## config.mk

```make
export PLATFORM = sky130hd
export DESIGN_NAME = hsi_stage_sequencer
export DESIGN_NICKNAME = d
export VERILOG_FILES = /design/src/rtl/hsi_ctrl_pkg.sv /design/src/rtl/hsi_stall_watchdog.sv /design/src/rtl/hsi_stage_sequencer.sv
export SDC_FILE = /design/constraint.sdc
export NUM_CORES = 1
export LEC_CHECK = 0
export CAP_MARGIN = 20
export CORE_MARGIN = 8
export CORE_UTILIZATION = 51
export DETAILED_ROUTE_END_ITERATION = 8
export PLACE_DENSITY = 0.89
export SLEW_MARGIN = 0
export SYNTH_ARGS = -nofsm -noshare
export SYNTH_HDL_FRONTEND = slang
export SYNTH_SLANG_ARGS = --single-unit
```

## constraint.sdc

```tcl
create_clock -name ap_clk -period 2.93 [get_ports ap_clk]
set_clock_uncertainty 0.2 [all_clocks]
set_input_delay 0.879 -clock ap_clk [delete_from_list [all_inputs] [get_ports ap_clk]]
set_output_delay 0.879 -clock ap_clk [all_outputs]
set_load 0.02 [all_outputs]
```

## src/rtl/hsi_ctrl_pkg.sv

```systemverilog
`default_nettype none
// ============================================================================
// Module   : hsi_ctrl_pkg
// Brief    : Shared sequencer state encoding and default sizing constants.
// Revision : 1.0 - initial release
// ============================================================================
package hsi_ctrl_pkg;

    localparam int C_NUM_STAGES = 3;
    localparam int C_CNT_W      = 16;
    localparam int C_IDX_W      = 2;
    localparam int C_STATE_W    = 2;

    typedef enum logic [C_STATE_W-1:0] {
        ST_IDLE   = 2'd0,
        ST_RUN    = 2'd1,
        ST_FINISH = 2'd2
    } seq_state_t;

endpackage
`default_nettype wire

```

## src/rtl/hsi_stall_watchdog.sv

```systemverilog
`default_nettype none
// ============================================================================
// Module   : hsi_stall_watchdog
// Brief    : Counts consecutive stream-stall cycles and flags the threshold hit.
// Revision : 1.0 - initial release
// ============================================================================
module hsi_stall_watchdog
    import hsi_ctrl_pkg::*;
#(
    parameter int CNT_W = C_CNT_W
) (
    input  logic             clk,
    input  logic             rst_n,
    input  logic             en,
    input  logic             blk_n,
    input  logic             clr,
    input  logic [CNT_W-1:0] limit,
    output logic             hit
);

    localparam logic [CNT_W-1:0] c_cnt_max = '1;

    logic [CNT_W-1:0] r_count;
    logic [CNT_W:0]   w_count_inc;

    always_ff @(posedge clk or negedge rst_n) begin
        if (!rst_n) begin
            r_count <= '0;
        end else if (!en || blk_n || clr) begin
            r_count <= '0;
        end else if (r_count != c_cnt_max) begin
            r_count <= r_count + {{(CNT_W-1){1'b0}}, 1'b1};
        end
    end

    // Compare one bit wider so a saturated count can never alias a small limit.
    assign w_count_inc = {1'b0, r_count} + {{CNT_W{1'b0}}, 1'b1};
    assign hit         = en & ~blk_n & (limit != '0) & (w_count_inc == {1'b0, limit});

endmodule
`default_nettype wire

```

## src/rtl/hsi_stage_sequencer.sv

```systemverilog
`default_nettype none
// ============================================================================
// Module   : hsi_stage_sequencer
// Brief    : Block-level ap_ctrl sequencer launching kernel stages in order,
//            with an in-line stream stall watchdog per running stage.
// Revision : 1.0 - initial release
// ============================================================================
module hsi_stage_sequencer
    import hsi_ctrl_pkg::*;
#(
    parameter int NUM_STAGES = C_NUM_STAGES,
    parameter int CNT_W      = C_CNT_W,
    parameter int IDX_W      = C_IDX_W
) (
    input  logic                  ap_clk,
    input  logic                  ap_rst_n,
    input  logic                  ap_start,
    output logic                  ap_ready,
    output logic                  ap_done,
    output logic                  ap_idle,
    input  logic                  abort,
    output logic [NUM_STAGES-1:0] stage_start,
    input  logic [NUM_STAGES-1:0] stage_done,
    input  logic [NUM_STAGES-1:0] stage_blk_n,
    input  logic [CNT_W-1:0]      wdog_limit,
    output logic [IDX_W-1:0]      cur_stage,
    output logic                  stall_flag,
    output logic [IDX_W-1:0]      stall_stage
);

    localparam logic [IDX_W-1:0]      c_last_stage  = IDX_W'(NUM_STAGES - 1);
    localparam logic [IDX_W-1:0]      c_idx_one     = IDX_W'(1);
    localparam logic [NUM_STAGES-1:0] c_first_start = NUM_STAGES'(1);

    seq_state_t            r_state;
    seq_state_t            w_next_state;

    logic                  r_ready;
    logic [NUM_STAGES-1:0] r_stage_start;
    logic [IDX_W-1:0]      r_cur_stage;
    logic                  r_stall_flag;
    logic [IDX_W-1:0]      r_stall_stage;

    logic [NUM_STAGES-1:0] w_is_cur;
    logic                  w_cur_done_raw;
    logic                  w_cur_blk_n;
    logic                  w_in_run;
    logic                  w_accept;
    logic                  w_cur_done;
    logic                  w_abort_run;
    logic                  w_last;
    logic                  w_wdog_hit;
    logic                  w_stall_set;

    // Decode the running stage so done/blk_n from other stages never leak in.
    for (genvar g = 0; g < NUM_STAGES; g++) begin : g_stage_sel
        assign w_is_cur[g] = (r_cur_stage == IDX_W'(g));
    end

    assign w_cur_done_raw = |(stage_done & w_is_cur);
    assign w_cur_blk_n    = |(stage_blk_n & w_is_cur);
    assign w_in_run       = (r_state == ST_RUN);
    assign w_accept       = (r_state == ST_IDLE) & ap_start;
    assign w_cur_done     = w_in_run & w_cur_done_raw;
    assign w_abort_run    = w_in_run & abort;
    assign w_last         = (r_cur_stage == c_last_stage);
    assign w_stall_set    = w_wdog_hit & ~w_cur_done;

    hsi_stall_watchdog #(
        .CNT_W (CNT_W)
    ) u_watchdog (
        .clk   (ap_clk),
        .rst_n (ap_rst_n),
        .en    (w_in_run),
        .blk_n (w_cur_blk_n),
        .clr   (w_cur_done),
        .limit (wdog_limit),
        .hit   (w_wdog_hit)
    );

    always_ff @(posedge ap_clk or negedge ap_rst_n) begin
        if (!ap_rst_n) begin
            r_state <= ST_IDLE;
        end else begin
            r_state <= w_next_state;
        end
    end

    always_comb begin
        w_next_state = r_state;
        case (r_state)
            ST_IDLE: begin
                if (ap_start) begin
                    w_next_state = ST_RUN;
                end
            end
            ST_RUN: begin
                if (abort) begin
                    w_next_state = ST_IDLE;
                end else if (w_cur_done_raw && w_last) begin
                    w_next_state = ST_FINISH;
                end
            end
            ST_FINISH: begin
                w_next_state = ST_IDLE;
            end
            default: begin
                w_next_state = ST_IDLE;
            end
        endcase
    end

    always_comb begin
        ap_idle     = (r_state == ST_IDLE);
        ap_done     = (r_state == ST_FINISH);
        ap_ready    = r_ready;
        stage_start = r_stage_start;
        cur_stage   = r_cur_stage;
        stall_flag  = r_stall_flag;
        stall_stage = r_stall_stage;
    end

    // Shifting the one-hot start gives the zero-bubble handoff; the last stage
    // simply shifts out, leaving all starts low for the FINISH cycle.
    always_ff @(posedge ap_clk or negedge ap_rst_n) begin
        if (!ap_rst_n) begin
            r_ready       <= 1'b0;
            r_stage_start <= '0;
            r_cur_stage   <= '0;
            r_stall_flag  <= 1'b0;
            r_stall_stage <= '0;
        end else begin
            r_ready <= w_accept;
            if (w_accept) begin
                r_stage_start <= c_first_start;
                r_cur_stage   <= '0;
                r_stall_flag  <= 1'b0;
                r_stall_stage <= '0;
            end else if (w_abort_run) begin
                r_stage_start <= '0;
                r_cur_stage   <= '0;
            end else if (w_cur_done) begin
                r_stage_start <= r_stage_start << 1;
                r_cur_stage   <= w_last ? '0 : (r_cur_stage + c_idx_one);
            end
            // First hit of a run is the one reported; later hits keep it.
            if (w_stall_set && !r_stall_flag) begin
                r_stall_flag  <= 1'b1;
                r_stall_stage <= r_cur_stage;
            end
        end
    end

endmodule
`default_nettype wire

```

-- Yosys cells after proc, flatten, opt, wreduce, memory -nomap -nowiden
Cells that the tools add are included.
- ROM bits: 0
- bits in registers: 27
- input port bits: 26
- word-level logic and storage cells: 61
- memory bits (writable): 0
- output and inout bits: 11
- memories kept: 0
- latch bits: 0
- divide/modulo/power cells: 0
- add/subtract/negate cells: 3
- equal/unequal tests: 8
- bitwise operators: 11
- shift operators: 0
- reduce and logical (&&, ||, !) cells: 15
- mux-type cells: 17
- $lt $le $gt $ge: 0
- multiply operators: 0
- operators with widths (operator ; number):
    2-to-1 mux 16 bit ; 2
    2-to-1 mux 2 bit ; 9
    adder 16 x 1 -> 17 bit, second input constant ; 1
    == test 17 x 16 -> 1 bit ; 1
    adder 16 x 1 -> 16 bit, second input constant ; 1
    inequality test 16 bit, second input constant ; 1
    nonzero test 16 bit ; 1
    2-to-1 mux 3 bit ; 3
    bitwise AND 1 bit ; 7
    bitwise AND 3 bit ; 2
    OR reduction 3 bit ; 2
    == test 2 x 1 -> 1 bit, second input constant ; 2
    == test 2 bit, second input constant ; 2
    zero test 2 bit ; 2
    case mux 2 bit (2 select lines) ; 1
    nonzero test 2 bit ; 2
    inequality test 3 bit, second input constant ; 1
    nonzero test 3 bit ; 1
    adder 2 x 1 -> 2 bit, second input constant ; 1
    logical AND 1 bit ; 2
    zero test 1 bit ; 2
    logical OR 1 bit ; 2
    2-to-1 mux 1 bit ; 2
    inequality test 2 bit, second input constant ; 1
    other kinds (2) ; 3

-- Depth between registers and ports, before layout
- depth in word-level cells: 10
- mapped depth: 8
- gate-level depth less buffers: 8

-- Hierarchy
A second synthesis with hierarchy kept.
- cells, all modules: 204
- area total of the unflattened synthesis: 1814.2 sq um
- modules (own cells, without submodules) (module ; sequential area each (sq um) ; area an instance (sq um) ; instances ; cells each):
    hsi_stall_watchdog ; 400.4 ; 1273.7 ; 1 ; 154
    hsi_stage_sequencer ; 275.3 ; 540.5 ; 1 ; 50

-- Worst setup path after synthesis
OpenSTA, ideal clock, no wires.
- path type: input port to flip-flop
- start point: input wdog_limit[6]
- end point: register r_stall_stage[1] (netlist: stall_stage[1])
- data required time: 2.602 ns
- setup time: 0.128 ns
- buffers on the path: 0
- data arrival time: 2.600 ns
- stages on the path: 7
- path slack: 0.002 ns
- path through: and2b_1 > a2111o_1 > a31o_1 > nor4_2 > nand4_1 > a2111oi_4 > mux2_1
- longest elaborated chain between the ends: 6
- elaborated cells on any way between the ends: 8
- classes of those cells: eq/ne (1); mux (1); bitwise (3); reduce/logical (3)
- RTL lines (item ; RTL line ; RTL):
    from (decl) ; hsi_stage_sequencer.sv:25 ; input logic [CNT_W-1:0] wdog_limit,
    nonzero test 16 bit ; hsi_stall_watchdog.sv:38 ; assign hit = en & ~blk_n & (limit != '0) & (w_count_inc == {1'b0, limit});
    bitwise AND 1 bit ; hsi_stall_watchdog.sv:38 ;
    bitwise AND 1 bit * ; hsi_stall_watchdog.sv:38 ;
    bitwise AND 1 bit * ; hsi_stage_sequencer.sv:67 ; assign w_stall_set = w_wdog_hit & ~w_cur_done;
    logical AND 1 bit * ; hsi_stage_sequencer.sv:147 ; if (w_stall_set && !r_stall_flag) begin
    2-to-1 mux 2 bit or nonzero test 2 bit (tied branches) ; - ;
    to (signal assigned) ; hsi_stage_sequencer.sv:149 ; r_stall_stage <= r_cur_stage;
    to (decl) ; hsi_stage_sequencer.sv:42 ; logic [IDX_W-1:0] r_stall_stage;
Every way passes the cells marked *; elsewhere a longest branch is shown, timed or not.
A chain may end at the register's enable or synchronous reset.

-- Worst setup path in the final report
- start point: input wdog_limit[0]
- end point: register r_stall_stage[1] (netlist: stall_stage[1])
The elaborated chain is that of the path after synthesis.

==> impl_metrics.ini <==
[detailed_routing]
first_iter_violations = 125
route.antenna.remaining_nets = 0
firstDrtPassIters = 4
wl_um = 4618
via_per_inst = 5.550
vias = 1604
wl_per_cell_um = 15.98
drcViolationCount = 0

[sta]
finalCritPeriodShare = 0.9682
worst_pin_slew_ns = 0.5291
setup_viol = 0
drv_slew = 0
finalCriticalPeriod_ns = 2.837
maxSlewHeadroom = 0.6473
setup_ws_ns = 0.09306
hold_violations = 0
fmax_mhz = 352.5
tns_ns = 0

[logic_synthesis]
ys_seq_area_frac = 0.3795
yosys_warnings = 0
ys_seq_elements = 27
netlist_instances = 187
ys.flop_type = dfrtp_1
synth_top_area_frac = 0.3795
synth.largest_area_cell = dfrtp_1
avgSynthCellArea_sq_um = 9.521
synth_area_leaders = dfrtp_1 38%, xnor2_1 8.9%, xor2_1 4.9%, a21oi_1 4.2%, nand3_1 3.1%
synth-edff-count = 0
synthDistinctLibCells = 45
synth.cell_area_sq_mm = 0.001780
synth-async-reset-ratio = 1.000
syn-num-nets = 214

[floorplan]
core_area_sq_mm = 0.003337
initial_core_util = 0.5336
dieHeight_um = 75.09
dieArea_sq_mm = 0.005638
row_count = 21
pin_count = 37
die_width_um = 75.09

[cts]
htree_levels = 1
clockBufferDepth = 2
clock_sinks = 27
clk_latency_ns = 0.31
clk_pin_slew_ns = 0.13
cts_buffers = 3
cts-root-buf = clkbuf_4
hold_buffers = 0
cts_tree = done

[critical_path]
worstSetupStartpointType = input pin
rrSetupSlack_ns = 0.19
required_ns = 2.95
worstSetupEndpointType = flop
worstPathMaxFanout = 3
path_class = input pin to flop
arrival_ns = 2.85

[finish]
final_util = 0.7218
diodes = 0
drive_above_1_share = 0.1770
n_fill_cell = 252
nets = 271
syn_to_final_growth_pct = 35.28

[min_path]
hold_class = flop to flop

[power_and_ir_drop]
power_density_mw_per_mm2 = 313.3
peakVddDrop_mv = 0.3110
power_leakage_uw = 0.0009971

[global_routing]
grt_pass1_vias = 1669
grt_usage = 0.1777
grt_max_degree = 28
grt_pass1_wl_um = 7790
antenna_found_initial = 0
gr-total-overflow = 0

[placement]
dp_hpwl_um = 3397
gp_congestion = 0.8457
portBuffers = 36
pre_cts_slack_ns = -0.7110

[flow_run]
drv_cap = 0

[status]
status = finished clean
-- cell usage in the layout (no fill, tap or decap), drive strengths merged, types with 3 or more instances in the layout --
cell / n
a21oi: 15
a22o: 5
and3: 3
buf: 25
clkbuf: 3
clkdlybuf4s15: 3
clkdlybuf4s50: 26
dfrtp: 27
dlygate4sd2: 5
inv: 7
mux2i: 5
nand2: 12
nand3: 11
nand4: 8
nor2: 15
nor3: 3
nor4: 6
or3: 3
xnor2: 18
xor2: 10
-- state kept, by name, indices dropped and copies added, names as in the netlist --
signal / count
ap_ready: 1
u_watchdog.r_count: 16
stage_start: 3
stall_stage: 2
cur_stage: 2
stall_flag: 1
r_state: 2
-- worst paths after layout --
check | endpoint | start | cells after the start
setup / recovery | stall_stage[1]$_DFFE_PN0P_ | wdog_limit[0] | 8
min in group asynchronous | u_watchdog.r_count[1]$_DFFE_PN0P_ | ap_rst_n | 2
hold / removal | r_state[0]$_DFFE_PN0P_ | r_state[1]$_DFFE_PN0P_ | 1
max in group asynchronous | u_watchdog.r_count[12]$_DFFE_PN0P_ | ap_rst_n | 2
hold reg to reg | r_state[0]$_DFFE_PN0P_ | r_state[1]$_DFFE_PN0P_ | 1
setup reg to reg | stall_stage[1]$_DFFE_PN0P_ | u_watchdog.r_count[1]$_DFFE_PN0P_ | 8
-- kinds of logic (layout without fill, tap and decap cells) --
kind of cell	after synthesis	count (layout)	share of synthesized area
buf+inv	16	72	0.03724
flops	27	27	0.3795
mux	7	7	0.04076
fa+ha+maj	1	1	0.007026
compound gates	33	33	0.1455
xor+xnor	30	30	0.1630
simple gates	73	73	0.2270
-- critical path: stages --
cell and delay [ns]:
dlygate4sd2_1 0.25, xnor2_1 0.13, a2111o_1 0.37, a31o_1 0.22, nor4_4 0.16, nand4_1 0.18
a2111oi_4 0.31, mux2_1 0.35
-- per-layer routing --
layer	GRT usage	part of all wire	vias to the layer above
li1	-	-	782
met5	0	0	-
met4	0.06739	0.016	0
met1	0.2240	0.45	742
met2	0.2860	0.47	72
met3	0.04128	0.066	8
-- layout make-up --
type / count / area (sq um) / share of cell area
well taps: 46 / 57.56 / 0.02390
repair buffers: 61 / 546.8 / 0.2270
clock inverters: 1 / 5.005 / 0.002078
clock buffers: 3 / 22.52 / 0.009351
multi-input cells: 144 / 1075 / 0.4462
inverters: 7 / 26.28 / 0.01091
flip-flops and latches: 27 / 675.6 / 0.2805
-- power breakdown --
part / switching, uW / internal (uW)
logic: 94.6 / 104
registers: 17.8 / 386
clock network: 101 / 51.1
total: 214 / 541
-- cell usage after synthesis, drive strengths merged (2+ instances only) --
cell     number
a22o          5
a21o          2
clkbuf        4
nor4          6
and4          2
nand2        12
inv           7
dfrtp        27
nand3        11
a21oi        15
and3          3
nor3          3
mux2          2
xor2         10
nand3b        2
nor2         15
buf           5
xnor2        18
xnor3         2
nor2b         2
mux2i         5
nand4         8
and2          2
o2111ai       2
or3           3
-- timing repair --
action	in CTS	in global routing
gates resized for setup	10	9
setup buffers	11	0
pin swaps	5	3
setup endpoints to repair	3	2
-- through the flow --
| stage | instances | power [uW] | hold slack [ns] | instance area [sq um] |
|---|---|---|---|---|
| detailed placement | 274 | 600.7 | 0.2901 | 2263 |
| floorplan | 187 | 499.7 | 0.2550 | 1780 |
| CTS | 289 | 754.9 | 0.3217 | 2369 |
| global placement | 274 | 597.2 | 0.2867 | 2263 |
| finish | 289 | 754.5 | 0.3171 | 2409 |
| global route | 289 | 794.1 | 0.3410 | 2409 |
No activity file was read; power rests on OpenSTA's default activity.
